File: src/rtl/dmac_multi_ctrl.sv
// DMAC main controller for NUM_CH peripheral request lines: arbitrates requests,
// acquires the AHB bus, sequences config/channel enables and recovers from grant loss.
module dmac_multi_ctrl #(
    parameter int NUM_CH  = 4,
    parameter int RR_MODE = 0,
    parameter int CH_W    = $clog2(NUM_CH)
) (
    input  logic              clk,
    input  logic              rst,
    input  logic [NUM_CH-1:0] dmac_req,
    input  logic              bus_grant,
    input  logic              c_config,
    input  logic              irq,
    input  logic              con_new_sel,
    output logic              bus_req,
    output logic              hold,
    output logic              con_en,
    output logic              con_sel,
    output logic [NUM_CH-1:0] ch_en,
    output logic [NUM_CH-1:0] req_ack,
    output logic              interrupt,
    output logic [CH_W-1:0]   active_ch,
    output logic              busy
);

    typedef enum logic [2:0] {
        IDLE,
        REQ,
        ACK,
        XFER,
        DONE
    } state_t;

    state_t              state_q, state_d;
    logic [CH_W-1:0]     ch_q, ch_d;
    logic [CH_W-1:0]     rr_ptr_q, rr_ptr_d;
    logic                resume_q, resume_d;
    logic                sel_q;

    logic [CH_W-1:0]     win;
    logic [NUM_CH-1:0]   ch_onehot;
    logic [2*NUM_CH-1:0] req_dbl;
    logic [NUM_CH-1:0]   req_rot;
    logic [CH_W-1:0]     rr_off;
    logic [CH_W:0]       rr_sum;

    // Arbitration: fixed picks the highest set index; round-robin rotates the
    // request vector so rr_ptr sits at bit 0 and picks the lowest set bit.
    always_comb begin
        win     = '0;
        rr_off  = '0;
        req_dbl = {dmac_req, dmac_req} >> rr_ptr_q;
        req_rot = req_dbl[NUM_CH-1:0];
        for (int i = NUM_CH - 1; i >= 0; i--) begin
            if (req_rot[i]) rr_off = CH_W'(i);
        end
        rr_sum = {1'b0, rr_ptr_q} + {1'b0, rr_off};
        if (rr_sum >= (CH_W+1)'(NUM_CH)) rr_sum = rr_sum - (CH_W+1)'(NUM_CH);
        if (RR_MODE != 0) begin
            win = rr_sum[CH_W-1:0];
        end else begin
            for (int i = 0; i < NUM_CH; i++) begin
                if (dmac_req[i]) win = CH_W'(i);
            end
        end
    end

    always_comb begin
        for (int i = 0; i < NUM_CH; i++) begin
            ch_onehot[i] = (ch_q == CH_W'(i));
        end
    end

    always_ff @(posedge clk) begin
        if (!rst) begin
            state_q  <= IDLE;
            ch_q     <= '0;
            rr_ptr_q <= '0;
            resume_q <= 1'b0;
            sel_q    <= 1'b0;
        end else begin
            state_q  <= state_d;
            ch_q     <= ch_d;
            rr_ptr_q <= rr_ptr_d;
            resume_q <= resume_d;
            sel_q    <= con_new_sel;
        end
    end

    // Outputs depend only on registered state, so nothing combinational reaches them from inputs.
    always_comb begin
        state_d   = state_q;
        ch_d      = ch_q;
        rr_ptr_d  = rr_ptr_q;
        resume_d  = resume_q;
        bus_req   = 1'b0;
        hold      = 1'b0;
        con_en    = 1'b0;
        con_sel   = 1'b0;
        ch_en     = '0;
        req_ack   = '0;
        interrupt = 1'b0;
        case (state_q)
            IDLE: begin
                if (|dmac_req) begin
                    ch_d    = win;
                    state_d = REQ;
                end
            end
            REQ: begin
                bus_req = 1'b1;
                hold    = 1'b1;
                if (c_config && bus_grant) state_d = resume_q ? XFER : ACK;
            end
            ACK: begin
                hold    = 1'b1;
                con_en  = 1'b1;
                con_sel = 1'b1;
                ch_en   = ch_onehot;
                req_ack = ch_onehot;
                state_d = XFER;
            end
            XFER: begin
                hold    = 1'b1;
                con_en  = 1'b1;
                con_sel = sel_q;
                ch_en   = ch_onehot;
                if (irq) begin
                    state_d = DONE;
                end else if (!bus_grant) begin
                    state_d  = REQ;
                    resume_d = 1'b1;
                end
            end
            DONE: begin
                interrupt = 1'b1;
                resume_d  = 1'b0;
                if (RR_MODE != 0) begin
                    rr_ptr_d = (ch_q == CH_W'(NUM_CH - 1)) ? '0 : ch_q + CH_W'(1);
                end
                state_d = IDLE;
            end
            default: state_d = IDLE;
        endcase
    end

    assign active_ch = ch_q;
    assign busy      = (state_q != IDLE);

endmodule

File: config.mk
export PLATFORM = sky130hd
export DESIGN_NAME = dmac_multi_ctrl
export DESIGN_NICKNAME = d
export VERILOG_FILES = /design/src/rtl/dmac_multi_ctrl.sv
export SDC_FILE = /design/constraint.sdc
export NUM_CORES = 1
export LEC_CHECK = 0
export ABC_AREA = 0
export ABC_CLOCK_PERIOD_IN_PS = 1900
export BUFFER_PORTS_ARGS = -buffer_cell sky130_fd_sc_hd__buf_2
export CORE_AREA = 2 2 39 41
export CTS_CLUSTER_SIZE = 16
export DETAILED_ROUTE_END_ITERATION = 10
export DIE_AREA = 0 0 41 43
export PLACE_DENSITY_LB_ADDON = 0.08
export SLEW_MARGIN = 20
export SYNTH_ARGS = -nofsm -noshare
export SYNTH_HDL_FRONTEND = slang
export SYNTH_SLANG_ARGS = --single-unit
File: constraint.sdc
create_clock -name clk -period 1.9 [get_ports clk]
set_clock_uncertainty 0.2 [all_clocks]
set_input_delay 0.095 -clock clk [delete_from_list [all_inputs] [get_ports clk]]
set_output_delay 0.095 -clock clk [all_outputs]
set_load 0.005 [all_outputs]
==> flow_summary.ini <==
[timing]
finalCritPeriodShare_pct = 90.0
finalHoldViolCount = 0
holdWs_ps = 7.09
slew_violations = 0
setup_viol = 0
worstMarginPinSlew_ps = 462
max_freq_ghz = 0.585
slew_headroom_pct = 68.9
rsz0062_at_grt = false
tns_ps = 0
finalWorstPathRequiredPeriod_ps = 1710

[setup_path]
critical_path.max_stage_delay_ps = 590
cp.depth = 3
rr_endpoint = state_q[1]
crit_family = buffers and inverters
critPathCaptureType = flip-flop
required_ps = 1890
ff2ff_setup_slack_ps = 190
cpMaxStageDelayCell = dlygate4sd3_1
path_cells = nand4b_1 > dlygate4sd3_1 > a21oi_1
rr_worst_depth = 3
endpoint = state_q[1]
cp.arrival_ps = 1700
critPathBufInv = 1
critPathMaxFanout = 12
r2r_start = state_q[0]
worstSetupPathType = flip-flop to flip-flop
cp-startpoint = state_q[0]
start_kind = flip-flop

[pwr]
ir_drop_v = 0.000319
pwr_density_cell_nw_per_um2 = 614
leakagePower_nw = 0.310

[clocking]
insertion_delay_ps = 260
clock-sinks = 7
h-tree-depth = 1
cts_resized = 0
clockBufferDepth = 2
ctsHoldBuffers = 9
cts_tree = yes
path_clk_slew_ps = 60
cts_buffers = 3
cts_setup_buffers = 0
root_buffer = clkbuf_4

[placed_design]
port_buffers = 25
place_congestion = 0.714
detailed_place_hpwl_um = 799

[synth]
ys.flop_type = dfxtp_1
async_flop_share_pct = 0
synth_cell_types = 23
yosys-top-cells-area = dfxtp_1, nor3_1, nor2_1, nand2b_1, nor4_1
yosysTopAreaCell = dfxtp_1
syn_area_um2 = 409
syn_nets = 65
netlist_top_cells_count = nor2_1, dfxtp_1, nor3_1
synthCells = 55
syn-mean-instance-area_um2 = 7.44
synth-seq-cells = 7
ys_seq_area_share_pct = 34.3
synthDominantCellAreaShare_pct = 34.3
synth_warnings = 0
synth_edf_count = 0
yosysMostFrequentCell = nor2_1

[grt]
grt_pass1_vias = 435
grt_start_max_net_pins = 13
grt_usage_pct = 14.9
antenna_found_initial = 0
grt_pass1_wl_um = 1700
grt_overflow_total = 0

[route]
ant_nets = 0
wirelength_um = 1120
dr.pass1.iters = 4
vias_per_cell = 5.00
drt_iter0_drc = 10
wl_per_cell_um = 10.5
drcViolationCount = 0
vias = 530

[floorplan]
die_w_um = 41
die_h_um = 43
ios = 26
start_util_pct = 29.6
coreArea_um2 = 1380
rows = 14
die_area_um2 = 1760

[worst_hold_path]
hp-class = primary input to flip-flop

[cells_and_area]
multi_input_area_um2 = 233
final_core_util_pct = 46.9
seq_area_um2 = 140
antenna_cells = 0
area_growth_pct = 58.7
fillers = 144
nets = 101
drive_gt1_share_pct = 33.3

[flow_run]
drv_cap = 0

[outcome]
status = completed
-- metrics by stage --
stage               std cells  setup slack, ps  total power [mW]  instance area [µm²]
floorplan                  55              524             0.214                  409
global placement           93              479             0.246                  533
detailed placement         93              503             0.245                  533
CTS                       106              245             0.400                  649
global route              106              125             0.419                  649
finish                    106              190             0.398                  649
-- layout by cell type (no fill, tap or decap), types with 4 or more instances in the layout --
cell | synthesis | final
nor2_1 | 8 | 8
buf_2 | 2 | 25
inv_1 | 4 | 4
dlygate4sd3_1 | 0 | 9
nor3_1 | 6 | 6
dfxtp_1 | 7 | 7
-- worst register-to-register path, delay by kind of cell, from the launching register on --
| kind | cells | cell delay (ps) |
|---|---|---|
| AO/OA/AOI/OAI | 1 | 140 |
| AND/OR/NAND/NOR | 1 | 150 |
| flip-flops | 1 | 560 |
| buffers and inverters | 1 | 590 |
-- logic make-up after synthesis --
group | Yosys count | synth area share [%]
AOI/OAI and AO/OA | 10 | 15.6
DFF | 7 | 34.2
buffers and inverters | 7 | 8.87
and+or+nand+nor | 30 | 38.8
muxes | 1 | 2.45
-- report_power, final --
part / switching, mW / total [mW] / internal, mW
sequential: 0.0154 / 0.171 / 0.156
combinational: 0.0371 / 0.0852 / 0.0481
clock: 0.0615 / 0.142 / 0.0806
total: 0.114 / 0.398 / 0.284
-- routing by layer --
layer | up-vias | track usage (%) | wire length [µm]
met2 | 28 | 20.0 | 518
met5 | - | 0 | 0
met1 | 236 | 17.8 | 479
met3 | 4 | 4.19 | 85
li1 | 262 | - | -
met4 | 0 | 14.0 | 33
-- flip-flops by register name (all words and copies together), names as in the netlist --
register   flops
state_q        3
resume_q       1
active_ch      2
sel_q          1
-- worst min path at each step --
| stage | start | end | cells past startpoint |
|---|---|---|---|
| floorplan | con_new_sel | sel_q | 1 |
| global placement | con_new_sel | sel_q | 2 |
| detailed placement | con_new_sel | sel_q | 2 |
| CTS | bus_grant | state_q[0] | 3 |
| global route | bus_grant | state_q[0] | 3 |
| finish | bus_grant | state_q[0] | 3 |
-- layout make-up --
cell class                      instances  area share, %
Sequential cell                         7           21.6
Multi-Input combinational cell         41           35.8
Tap cell                               16           3.08
Inverter                                4           2.31
Timing Repair Buffer                   34           33.1
Clock buffer                            4           4.05
Power figures use the tool's default switching activity.
